`src/rtl/cpu_pkg.sv`:
```
// Shared types for the RV32I multi-cycle sequencer: FSM states, error codes,
// writeback source select and the sequential PC step.
package cpu_pkg;

    typedef enum logic [2:0] {
        IDLE      = 3'd0,
        FETCH     = 3'd1,
        DECODE    = 3'd2,
        EXECUTE   = 3'd3,
        MEM       = 3'd4,
        WRITEBACK = 3'd5,
        HALT      = 3'd6
    } seq_state_t;

    typedef enum logic [1:0] {
        ERR_NONE       = 2'd0,
        ERR_ILLEGAL    = 2'd1,
        ERR_TIMEOUT    = 2'd2,
        ERR_MISALIGNED = 2'd3
    } err_code_t;

    typedef enum logic [1:0] {
        WB_ALU = 2'd0,
        WB_MEM = 2'd1,
        WB_PC4 = 2'd2,
        WB_IMM = 2'd3
    } wb_src_t;

    localparam logic [31:0] PC_STEP = 32'd4;

endpackage

```
`src/rtl/bus_timeout.sv`:
```
// Wait-cycle counter shared by the fetch and data buses; expire flags the last
// cycle of the allowed window so an ack arriving in that cycle still wins.
module bus_timeout #(
    parameter int TIMEOUT_CYCLES = 16
) (
    input  logic clk,
    input  logic n_rst,
    input  logic clr,
    input  logic inc,
    output logic expire
);

    localparam int W = $clog2(TIMEOUT_CYCLES + 1);
    localparam logic [W-1:0] LAST = W'(TIMEOUT_CYCLES - 1);

    logic [W-1:0] cnt_q;

    always_ff @(posedge clk or negedge n_rst) begin
        if (!n_rst) begin
            cnt_q <= '0;
        end else if (clr) begin
            cnt_q <= '0;
        end else if (inc) begin
            cnt_q <= cnt_q + W'(1);
        end
    end

    assign expire = (cnt_q == LAST);

endmodule

```
`src/rtl/cpu_sequencer.sv`:
```
// Multi-cycle RV32I control FSM: fetch, decode, execute, memory, writeback, halt.
// Optional macro CPU_SEQUENCER_PERF_EN adds cycle_cnt / retired_cnt counters.
module cpu_sequencer
    import cpu_pkg::*;
#(
    parameter logic [31:0] RESET_PC       = 32'h0000_0000,
    parameter int          TIMEOUT_CYCLES = 16
) (
    input  logic        clk,
    input  logic        n_rst,
    input  logic        run,
    output logic        imem_req,
    output logic [31:0] imem_addr,
    input  logic        imem_ack,
    input  logic [31:0] imem_rdata,
    output logic [31:0] instr,
    input  logic        mem_read,
    input  logic        mem_write,
    input  logic        reg_write,
    input  logic        branch,
    input  logic        jump,
    input  logic        jalr,
    input  logic        ctrl_err,
    input  logic [1:0]  reg_write_src,
    input  logic [31:0] imm,
    input  logic [31:0] alu_result,
    input  logic        branch_cond,
    output logic        dmem_req,
    output logic        dmem_we,
    output logic [31:0] dmem_addr,
    input  logic        dmem_ack,
    input  logic [31:0] dmem_rdata,
    output logic        rf_we,
    output logic [31:0] rf_wdata,
    output logic [31:0] pc,
    output logic [2:0]  state,
    output logic        halted,
    output logic [1:0]  err_code
`ifdef CPU_SEQUENCER_PERF_EN
    ,
    output logic [31:0] cycle_cnt,
    output logic [31:0] retired_cnt
`endif
);

    seq_state_t  state_q, state_d;
    err_code_t   err_q, err_d;
    logic [31:0] pc_q, instr_q, alu_q, npc_q, rf_wdata_q;
    logic        we_q, rf_we_q;
    logic [31:0] alu_cur, npc, wb_data;
    logic        waiting, bus_ack, expire, enter_wb;

    // Bus handshake: req is high for every cycle of FETCH/MEM until the cycle
    // ack is sampled high; the transfer completes on that edge and req drops.
    assign waiting = (state_q == FETCH) || (state_q == MEM);
    assign bus_ack = (state_q == FETCH) ? imem_ack : dmem_ack;

    bus_timeout #(.TIMEOUT_CYCLES(TIMEOUT_CYCLES)) u_timeout (
        .clk    (clk),
        .n_rst  (n_rst),
        .clr    (!waiting),
        .inc    (waiting && !bus_ack),
        .expire (expire)
    );

    always_comb begin
        state_d = state_q;
        err_d   = err_q;
        case (state_q)
            IDLE:      if (run) state_d = FETCH;
            FETCH: begin
                if (imem_ack) state_d = DECODE;
                else if (expire) begin
                    state_d = HALT;
                    err_d   = ERR_TIMEOUT;
                end
            end
            DECODE: begin
                if (ctrl_err) begin
                    state_d = HALT;
                    err_d   = ERR_ILLEGAL;
                end else state_d = EXECUTE;
            end
            EXECUTE:   state_d = (mem_read || mem_write) ? MEM : WRITEBACK;
            MEM: begin
                if (dmem_ack) state_d = WRITEBACK;
                else if (expire) begin
                    state_d = HALT;
                    err_d   = ERR_TIMEOUT;
                end
            end
            WRITEBACK: begin
                if (npc_q[1:0] != 2'b00) begin
                    state_d = HALT;
                    err_d   = ERR_MISALIGNED;
                end else state_d = run ? FETCH : IDLE;
            end
            HALT:      state_d = HALT;
            default:   state_d = IDLE;
        endcase
    end

    assign enter_wb = (state_d == WRITEBACK);

    // Next PC and writeback data are resolved on the way into WRITEBACK so the
    // write pulse can be registered and already know whether it is suppressed.
    always_comb begin
        alu_cur = (state_q == EXECUTE) ? alu_result : alu_q;
        if (jalr) npc = {alu_cur[31:1], 1'b0};
        else if (jump || (branch && branch_cond)) npc = pc_q + imm;
        else npc = pc_q + PC_STEP;
        wb_data = alu_cur;
        case (wb_src_t'(reg_write_src))
            WB_ALU:  wb_data = alu_cur;
            WB_MEM:  wb_data = dmem_rdata;
            WB_PC4:  wb_data = pc_q + PC_STEP;
            WB_IMM:  wb_data = imm;
            default: wb_data = alu_cur;
        endcase
    end

    always_ff @(posedge clk or negedge n_rst) begin
        if (!n_rst) begin
            state_q    <= IDLE;
            err_q      <= ERR_NONE;
            pc_q       <= RESET_PC;
            instr_q    <= '0;
            alu_q      <= '0;
            we_q       <= 1'b0;
            npc_q      <= '0;
            rf_we_q    <= 1'b0;
            rf_wdata_q <= '0;
        end else begin
            state_q <= state_d;
            err_q   <= err_d;
            if (state_q == FETCH && imem_ack) instr_q <= imem_rdata;
            if (state_q == EXECUTE) begin
                alu_q <= alu_result;
                we_q  <= mem_write;
            end
            if (enter_wb) begin
                npc_q      <= npc;
                rf_wdata_q <= wb_data;
                rf_we_q    <= reg_write && (npc[1:0] == 2'b00);
            end else begin
                rf_we_q <= 1'b0;
            end
            if (state_q == WRITEBACK && npc_q[1:0] == 2'b00) pc_q <= npc_q;
        end
    end

`ifdef CPU_SEQUENCER_PERF_EN
    always_ff @(posedge clk or negedge n_rst) begin
        if (!n_rst) begin
            cycle_cnt   <= '0;
            retired_cnt <= '0;
        end else begin
            if (state_q != IDLE && state_q != HALT) cycle_cnt <= cycle_cnt + 32'd1;
            if (state_q == WRITEBACK && state_d != HALT) retired_cnt <= retired_cnt + 32'd1;
        end
    end
`endif

    assign imem_req  = (state_q == FETCH);
    assign imem_addr = pc_q;
    assign instr     = instr_q;
    assign dmem_req  = (state_q == MEM);
    assign dmem_we   = (state_q == MEM) && we_q;
    assign dmem_addr = alu_q;
    assign rf_we     = rf_we_q;
    assign rf_wdata  = rf_wdata_q;
    assign pc        = pc_q;
    assign state     = state_q;
    assign halted    = (state_q == HALT);
    assign err_code  = err_q;

endmodule

```
`config.mk`:
```
export PLATFORM = sky130hd
export DESIGN_NAME = cpu_sequencer
export DESIGN_NICKNAME = d
export VERILOG_FILES = /design/src/rtl/cpu_pkg.sv /design/src/rtl/bus_timeout.sv /design/src/rtl/cpu_sequencer.sv
export SDC_FILE = /design/constraint.sdc
export NUM_CORES = 1
export LEC_CHECK = 0
export ABC_AREA = 1
export BUFFER_PORTS_ARGS = -buffer_cell sky130_fd_sc_hd__buf_2
export CORE_AREA = 2 2 158 160
export DETAILED_ROUTE_END_ITERATION = 16
export DIE_AREA = 0 0 160 162
export HOLD_SLACK_MARGIN = 0.08
export PLACE_DENSITY = 0.77
export SLEW_MARGIN = 20
export SYNTH_ARGS = -nofsm -noshare
export SYNTH_HDL_FRONTEND = slang
export SYNTH_SLANG_ARGS = --single-unit
```
`constraint.sdc`:
```
create_clock -name clk -period 1.95 [get_ports clk]
set_clock_uncertainty 0.05 [all_clocks]
set_input_delay 0.195 -clock clk [delete_from_list [all_inputs] [get_ports clk]]
set_output_delay 0.195 -clock clk [all_outputs]
set_load 0.05 [all_outputs]
```
==> qor_table.md, run 1 <==
| Metric | Value |
| --- | --- |
| Result of the run | complete, but fails checks |
| Failing checks | negative setup slack |
| Slew of the pin with the lowest slew margin | 0.564 ns |
| Initial Utilization | 0.484 |
| Area of placed instances | 0.0145 mm^2 |
| Sum of overflow across all layers after global routing | 0 |
| Post-synth top area share | 0.369 |
| H-tree level count | 4 |
| Final core utilization | 0.714 |
| Endpoint type of the worst setup path | flip-flop |
| Tmin final | 2.09 ns |
| Core Footprint | 0.0241 mm^2 |
| Number of diodes added for antenna fixing | 0 |
| Power share of the sequential group | 0.221 |
| Fraction of power spent switching nets | 0.559 |
| Total nets after synthesis | 1,915 |
| Number of nets with antenna violations after detailed routing | 0 |
| Post-route cell area | 0.0172 mm^2 |
| Sequential standard cell area | 0.00435 mm^2 |
| Top cells by count, synth | 658 x sky130_fd_sc_hd__nand2_1, 245 x sky130_fd_sc_hd__inv_1, 172 x sky130_fd_sc_hd__dfrtp_1, 125 x sky130_fd_sc_hd__nor2_1, 102 x sky130_fd_sc_hd__nand3_1 |
| Nets | 2,404 |
| Share of flip-flops with an asynchronous set or reset after synthesis | 1.00 |
| Boundary Pins | 313 |
| Post-synthesis to final-layout area growth | 47.5% |
| Total area of multi-input combinational cells | 0.00712 mm^2 |
| Wire length of the first global-routing pass | 75,700 um |
| Startpoint of the tightest hold check path | dmem_rdata[2] |
| Final RePlAce weighted congestion | 1.08 |
| Relative slew slack | 0.622 |
| Clock latency on the worst-skew pair | 0.45 ns |
| Average detailed-routed wire length per instance | 20.2 um |
| Number of flops mapped to enable cells by yosys | 0 |
| Final period utilization | 1.07 |
| Number of library cell types mapped by synthesis | 49 |
| Antenna violations before repair | 0 |
| Via count of the routed design | 14,200 |
| Post-route worst setup slack | -0.144 ns |
| Num CTS Buffers | 17 |
| Number of standard cells after synthesis | 1,737 |
| Full die area | 0.0259 mm^2 |
| Cell area after synthesis | 0.0117 mm^2 |
| Dominant cells by area after synthesis | sky130_fd_sc_hd__dfrtp_1 37%, sky130_fd_sc_hd__nand2_1 21%, sky130_fd_sc_hd__inv_1 7.9% |
| Setup crit start | imem_addr[2]$_DFFE_PN0P_ |
| Number of pins exceeding their max-slew limit in the final report | 0 |
| CTS tree | yes |
| Post-placement setup slack | -0.165 ns |
| R2r startpoint | imem_addr[2]$_DFFE_PN0P_ |
| Worst voltage drop across the vdd grid | 1110 uV |
| Top FF cell, synth | sky130_fd_sc_hd__dfrtp_1 |
| Maximum clock frequency | 478 MHz |
| Cell Rows | 57 |
| Internal power | 0.0129 W |
| Largest area contributor in the netlist | sky130_fd_sc_hd__dfrtp_1 |
| Proportion of layout cells with a drive suffix above 1 | 0.371 |
| Arrival time reported for the critical path endpoint | 2.38 ns |
| Proportion of synthesized chip area in sequential cells | 0.369 |
| Power density over the cells | 1700 mW/mm^2 |
| YS warnings | 0 |
| CTS max path bufs | 2 |
| Largest driver fanout on the critical path | 6 |
| Horizontal extent of the die | 160 um |
| Max cap viols | 0 |
| Maximum number of pins on one net before global-route repair | 53 |
| Lkg Pwr | 9.31 nW |
| Vias per inst | 5.54 |
| Count of buffers from port buffering | 312 |
| Final-report hold violation count | 0 |
| Estimated wirelength of the detail-placed design | 36,300 um |
| Most frequent cell after synthesis | sky130_fd_sc_hd__nand2_1 |
| Worst Setup Path Type | reg2reg |
| DR iter-0 viols | 1,309 |
| Worst min-delay path class | in2reg |
| Number of detailed-route iterations in the first pass | 5 |
| Total routing usage reported by global routing | 0.381 |
| Net switching power figure | 0.0163 W |
| Critical path startpoint category | flip-flop |
| Clock power frac | 0.123 |
| Routed WL | 51,900 um |
| Cell chosen for the clock root | sky130_fd_sc_hd__clkbuf_16 |
| CTS Sinks | 172 |
| Data required time at the worst endpoint | 2.23 ns |
| Via count of the first global-routing pass | 13,900 |
| Setup repair after global routing missed its margin | yes |
| Clock-pin slew on the worst setup and hold paths | 0.08 ns |
| Vertical extent of the die | 162 um |
| Fill cell count | 1,891 |
| Total of endpoints with negative setup slack in the final report | 31 |
| DRC errors left | 0 |
| Combinational fraction of design power | 0.655 |
| Final setup TNS | -2.19 ns |
| Synthesized flop and latch total | 172 |
| Avg Cell Area, Syn | 6.71 um^2 |
final cells by class:
type / instances / area share
multi-input combinational: 1225 / 0.414
sequential: 172 / 0.253
timing repair buffer: 554 / 0.218
inverter: 256 / 0.0566
clock buffer: 18 / 0.0255
tap: 324 / 0.0236
clock inverter: 14 / 0.00996
kinds of logic (layout without fill, tap and decap cells):
family | Yosys count | after routing | synth area share
flip-flops | 172 | 172 | 0.369
multiplexers | 18 | 18 | 0.0200
adder cells (fa/ha/maj) | 35 | 35 | 0.0382
buffers and inverters | 340 | 842 | 0.128
AND/OR/NAND/NOR | 943 | 943 | 0.328
XOR/XNOR | 17 | 17 | 0.0128
AO/OA/AOI/OAI | 212 | 212 | 0.104
placed cells by master, fill, tap and decap left out, types with 10 or more instances in the layout:
cell                            netlist  routed
sky130_fd_sc_hd__a21oi_1             58      36
sky130_fd_sc_hd__a21oi_2              0      21
sky130_fd_sc_hd__a31oi_1             10      10
sky130_fd_sc_hd__buf_2               17     309
sky130_fd_sc_hd__buf_4               39     142
sky130_fd_sc_hd__buf_6                6      16
sky130_fd_sc_hd__clkbuf_16            0      17
sky130_fd_sc_hd__dfrtp_1            172     142
sky130_fd_sc_hd__dfrtp_2              0      27
sky130_fd_sc_hd__dlygate4sd3_1        0      75
sky130_fd_sc_hd__ha_1                34      13
sky130_fd_sc_hd__ha_4                 0      17
sky130_fd_sc_hd__inv_1              245     227
sky130_fd_sc_hd__inv_2                5      20
sky130_fd_sc_hd__nand2_1            658     574
sky130_fd_sc_hd__nand2_2              9      71
sky130_fd_sc_hd__nand2_4              0      21
sky130_fd_sc_hd__nand3_1            102      73
sky130_fd_sc_hd__nand3_2              1      21
sky130_fd_sc_hd__nand3_4              1      10
sky130_fd_sc_hd__nand4_1             10      10
sky130_fd_sc_hd__nor2_1             125      94
sky130_fd_sc_hd__nor2_2               8      26
sky130_fd_sc_hd__nor2_4               0      13
sky130_fd_sc_hd__nor3_2               1      11
sky130_fd_sc_hd__o21ai_0             68      47
sky130_fd_sc_hd__o21ai_1             31      44
sky130_fd_sc_hd__o21ai_2              2      10
worst max-delay path, cell delays in order (launching register included):
cell,delay (ns)
sky130_fd_sc_hd__dfrtp_4,0.49
sky130_fd_sc_hd__buf_6,0.13
sky130_fd_sc_hd__ha_4,0.29
sky130_fd_sc_hd__nand2_4,0.10
sky130_fd_sc_hd__nand3_4,0.09
sky130_fd_sc_hd__nand2_2,0.08
sky130_fd_sc_hd__nand2_2,0.07
sky130_fd_sc_hd__nand2_2,0.09
sky130_fd_sc_hd__nand2_4,0.09
sky130_fd_sc_hd__or2_4,0.26
sky130_fd_sc_hd__nand3_2,0.06
sky130_fd_sc_hd__nand3_2,0.06
sky130_fd_sc_hd__nand2_1,0.07
sky130_fd_sc_hd__nand2_1,0.05
power by group through the flow:
stage	clock, W	combinational [W]	sequential, W
after global routing	0.00374	0.0203	0.00661
after detailed placement	0	0.0170	0.00635
after CTS	0.00359	0.0176	0.00633
after global placement	0	0.0168	0.00631
final	0.00361	0.0192	0.00648
after floorplan	0	0.00757	0.0108
through the flow:
step | hold slack (ns) | instances | total power (W)
2_1_floorplan | -0.151 | 1737 | 0.0183
3_3_place_gp | 0.00345 | 2433 | 0.0231
3_5_place_dp | 0.00607 | 2433 | 0.0233
6_report | 0.0913 | 2563 | 0.0292
4_1_cts | 0.0826 | 2544 | 0.0276
5_1_grt | 0.0952 | 2563 | 0.0306
final timing paths:
path | endpoint | slack, ns | cells after the start
hold / removal | rf_wdata[2]$_DFFE_PN0N_ | 0.09 | 5
setup / recovery | npc_q[13]$_DFFE_PN0N_ | -0.14 | 13
hold reg to reg | imem_addr[15]$_DFFE_PN0P_ | 0.42 | 2
min in group asynchronous | state[1]$_DFF_PN0_ | 0.12 | 2
setup reg to reg | npc_q[13]$_DFFE_PN0N_ | -0.14 | 13
max in group asynchronous | imem_addr[23]$_DFFE_PN0P_ | 0.99 | 3
flip-flops by register name (all words and copies together), names as in the netlist:
signal / count
rf_we: 1
dmem_addr: 32
npc_q: 32
state: 3
rf_wdata: 32
instr: 32
we_q: 1
err_code: 2
imem_addr: 32
u_timeout.cnt_q: 5
timing repair:
item	4_1_cts	5_1_grt
buffers inserted	3	23
endpoints found under the setup margin	42	59
hold endpoints to repair	245	0
hold buffers	76	0
resized for setup	91	224
pin swaps	11	53
metal layers:
metal  vias to the layer above  global-route usage  wire length (um)
met2                       883               0.630             24800
met3                       258              0.0575              3970
met1                      6673               0.437             18400
met5                         -                   0                 0
met4                         0               0.322              4660
li1                       6379                   -                 -
(Power assumes the default switching activity.)
==> run 2: changes to the inputs <==
--- a/config.mk
+++ b/config.mk
@@ -7,11 +7,11 @@
 export LEC_CHECK = 0
 export ABC_AREA = 1
 export BUFFER_PORTS_ARGS = -buffer_cell sky130_fd_sc_hd__buf_2
-export CORE_AREA = 2 2 158 160
+export CORE_AREA = 2 2 145 147
 export DETAILED_ROUTE_END_ITERATION = 16
-export DIE_AREA = 0 0 160 162
+export DIE_AREA = 0 0 147 149
 export HOLD_SLACK_MARGIN = 0.08
-export PLACE_DENSITY = 0.77
+export PLACE_DENSITY = 0.86
 export SLEW_MARGIN = 20
 export SYNTH_ARGS = -nofsm -noshare
 export SYNTH_HDL_FRONTEND = slang
==> constraint.sdc (replaced) <==
create_clock -name clk -period 2.49 [get_ports clk]
set_clock_uncertainty 0.05 [all_clocks]
set_input_delay 0.249 -clock clk [delete_from_list [all_inputs] [get_ports clk]]
set_output_delay 0.249 -clock clk [all_outputs]
set_load 0.05 [all_outputs]
==> qor_table.md, run 2 (synthesized netlist as in run 1, its figures left out) <==
| Metric | Value | Delta |
| --- | --- | --- |
| Result of the run | complete, no violations | was complete, but fails checks |
| Data required time at the worst endpoint | 2.83 ns | was 2.23 ns |
| Clock-pin slew on the worst setup and hold paths | 0.09 ns | was 0.08 ns |
| Power share of the sequential group | 0.246 | was 0.221 |
| Slew of the pin with the lowest slew margin | 0.744 ns | was 0.564 ns |
| Final-report hold violation count | 0 | unchanged |
| Clock latency on the worst-skew pair | 0.45 ns | about the same |
| Cell Chain, Critical Path | nand2_1, nor3_1, nand2_1, nor2_2, xor2_1, o21ai_0, o211ai_1, nand2_1 | was buf_6, ha_4, nand2_4, nand3_4, nand2_2, nand2_2, nand2_2, nand2_4, or2_4, nand3_2, nand3_2, nand2_1, nand2_1 |
| Total routing usage reported by global routing | 0.450 | was 0.381 |
| CTS max path bufs | 2 | unchanged |
| DRC errors left | 0 | unchanged |
| Final setup TNS | 0 ns | was -2.19 ns |
| Longest individual stage delay on the worst path | 0.54 ns | was 0.49 ns |
| Total of endpoints with negative setup slack in the final report | 0 | was 31 |
| Internal power | 0.00878 W | was 0.0129 W |
| Final RePlAce weighted congestion | 1.04 | was 1.08 |
| Worst Setup Path Type | reg2reg | unchanged |
| Via count of the routed design | 13,500 | was 14,200 |
| Horizontal extent of the die | 147 um | was 160 um |
| Tmin final | 2.33 ns | was 2.09 ns |
| Number of nets with antenna violations after detailed routing | 0 | unchanged |
| Worst min-delay path class | in2reg | unchanged |
| Vias per inst | 5.64 | was 5.54 |
| Cell chosen for the clock root | sky130_fd_sc_hd__clkbuf_16 | unchanged |
| CTS tree | yes | unchanged |
| Maximum clock frequency | 428 MHz | was 478 MHz |
| DR iter-0 viols | 1,327 | was 1,309 |
| Library cell appearing most often on the critical path | sky130_fd_sc_hd__nand2_1 | was sky130_fd_sc_hd__nand2_2 |
| Routed WL | 49,300 um | was 51,900 um |
| H-tree level count | 4 | unchanged |
| Post-synthesis to final-layout area growth | 27.5% | was 47.5% |
| Boundary Pins | 313 | unchanged |
| Number of pins exceeding their max-slew limit in the final report | 0 | unchanged |
| Cell Rows | 53 | was 57 |
| Vertical extent of the die | 149 um | was 162 um |
| Sequential standard cell area | 0.00431 mm^2 | was 0.00435 mm^2 |
| Clock power frac | 0.145 | was 0.123 |
| Combinational fraction of design power | 0.609 | was 0.655 |
| Sum of overflow across all layers after global routing | 0 | unchanged |
| Setup repair after global routing missed its margin | no | was yes |
| Arrival time reported for the critical path endpoint | 2.67 ns | was 2.38 ns |
| Full die area | 0.0219 mm^2 | was 0.0259 mm^2 |
| Core Footprint | 0.0206 mm^2 | was 0.0241 mm^2 |
| Fraction of power spent switching nets | 0.582 | was 0.559 |
| Nets | 2,285 | was 2,404 |
| Largest driver fanout on the critical path | 6 | unchanged |
| Net switching power figure | 0.0122 W | was 0.0163 W |
| Final core utilization | 0.723 | was 0.714 |
| Critical path startpoint category | flip-flop | unchanged |
| Hold Slack | 0.0928 ns | was 0.0913 ns |
| Number of detailed-route iterations in the first pass | 9 | was 5 |
| Wire length of the first global-routing pass | 74,200 um | was 75,700 um |
| Initial Utilization | 0.567 | was 0.484 |
| Count of buffers from port buffering | 312 | unchanged |
| Via count of the first global-routing pass | 13,300 | was 13,900 |
| Final period utilization | 0.937 | was 1.07 |
| Total area of multi-input combinational cells | 0.00589 mm^2 | was 0.00712 mm^2 |
| Power density over the cells | 1410 mW/mm^2 | was 1700 mW/mm^2 |
| Max cap viols | 0 | unchanged |
| Proportion of layout cells with a drive suffix above 1 | 0.217 | was 0.371 |
| Estimated wirelength of the detail-placed design | 35,500 um | was 36,300 um |
| Antenna violations before repair | 1 | was 0 |
| Highest-delay cell along the critical path | sky130_fd_sc_hd__dfrtp_1 | was sky130_fd_sc_hd__dfrtp_4 |
| Average detailed-routed wire length per instance | 20.6 um | was 20.2 um |
| Maximum number of pins on one net before global-route repair | 75 | was 53 |
| Lkg Pwr | 8.46 nW | was 9.31 nW |
| Fill cell count | 1,578 | was 1,891 |
| Endpoint type of the worst setup path | flip-flop | unchanged |
| Relative slew slack | 0.499 | was 0.622 |
| CTS Sinks | 172 | unchanged |
| Commonest non-fill, non-tap cell in the layout | sky130_fd_sc_hd__nand2_1 | unchanged |
| Commonest cells after routing, fill and taps aside | 658 x sky130_fd_sc_hd__nand2_1, 311 x sky130_fd_sc_hd__buf_2, 245 x sky130_fd_sc_hd__inv_1, 170 x sky130_fd_sc_hd__dfrtp_1, 124 x sky130_fd_sc_hd__nor2_1 | was 574 x sky130_fd_sc_hd__nand2_1, 309 x sky130_fd_sc_hd__buf_2, 227 x sky130_fd_sc_hd__inv_1, 142 x sky130_fd_sc_hd__dfrtp_1, 142 x sky130_fd_sc_hd__buf_4 |
| Worst voltage drop across the vdd grid | 881 uV | was 1110 uV |
| Total setup buffers inserted after CTS | 0 | was 3 |
| Num CTS Buffers | 17 | unchanged |
-- run 2: cell count changes in the layout (fill, tap and decap cells not counted), moves of 21 or more --
cell,previous run,this run
sky130_fd_sc_hd__a21oi_1,36,57
sky130_fd_sc_hd__buf_4,142,56
sky130_fd_sc_hd__dfrtp_1,142,170
sky130_fd_sc_hd__dfrtp_2,27,2
sky130_fd_sc_hd__nand2_1,574,658
sky130_fd_sc_hd__nand2_2,71,9
sky130_fd_sc_hd__nand2_4,21,0
sky130_fd_sc_hd__nand3_1,73,101
sky130_fd_sc_hd__nor2_1,94,124
sky130_fd_sc_hd__o21ai_0,47,68
-- run 2: metrics by stage --
step	power, W	std cells	setup slack [ns]	area (um^2)
after detailed placement	0.0174	2301	0.127	13600
after global placement	0.0172	2301	0.188	13600
after floorplan	0.0141	1737	0.0283	11700
after CTS	0.0205	2395	0.0979	14800
final	0.0210	2396	0.156	14900
after global routing	0.0220	2396	0.0168	14900
-- run 2: cell type report --
type                            count  area share
Tap cell                          275      0.0231
Inverter                          256      0.0648
Sequential cell                   172       0.290
Multi-Input combinational cell   1225       0.396
Antenna cell                        1    0.000168
Timing Repair Buffer              435       0.182
Clock inverter                     15      0.0154
Clock buffer                       17      0.0286
-- run 2: repair_timing --
item / in CTS / in global routing
endpoints found under the setup margin: 0 / 12
gates resized for setup: 0 / 8
hold buffers: 62 / 0
endpoints found under the hold margin: 116 / 0
-- run 2: worst paths after layout --
kind,cells after the start,slack [ns],to,from
worst max-delay path,8,0.16,rf_wdata[14]$_DFFE_PN0N_,imem_addr[13]$_DFFE_PN0P_
worst min register to register,2,0.43,instr[25]$_DFFE_PN0P_,instr[25]$_DFFE_PN0P_
max in group asynchronous,3,1.30,rf_wdata[18]$_DFFE_PN0N_,n_rst
worst max register to register,8,0.16,rf_wdata[14]$_DFFE_PN0N_,imem_addr[13]$_DFFE_PN0P_
worst min-delay path,3,0.09,rf_wdata[1]$_DFFE_PN0N_,dmem_rdata[1]
min in group asynchronous,2,0.30,instr[30]$_DFFE_PN0P_,n_rst
-- run 2: critical path, delay by kind of cell, from the launching register on --
kind | cells | cell delay, ns
and+or+nand+nor | 5 | 1.11
DFF | 1 | 0.54
AOI/OAI and AO/OA | 2 | 0.47
xor gates and xnor gates | 1 | 0.13
-- run 2: routing by layer --
metal / global-route usage / up-vias / wire (um)
met1: 0.509 / 6107 / 17200
li1: - / 6148 / -
met2: 0.738 / 951 / 22500
met5: 0 / - / 0
met4: 0.388 / 0 / 5220
met3: 0.0862 / 303 / 4470
-- run 2: power groups by stage --
stage               Sequential (W)  Clock, W  Combinational [W]
floorplan                  0.00834         0            0.00578
global placement           0.00502         0             0.0122
detailed placement         0.00506         0             0.0123
CTS                        0.00504   0.00298             0.0125
global route               0.00526   0.00312             0.0136
finish                     0.00517   0.00304             0.0128
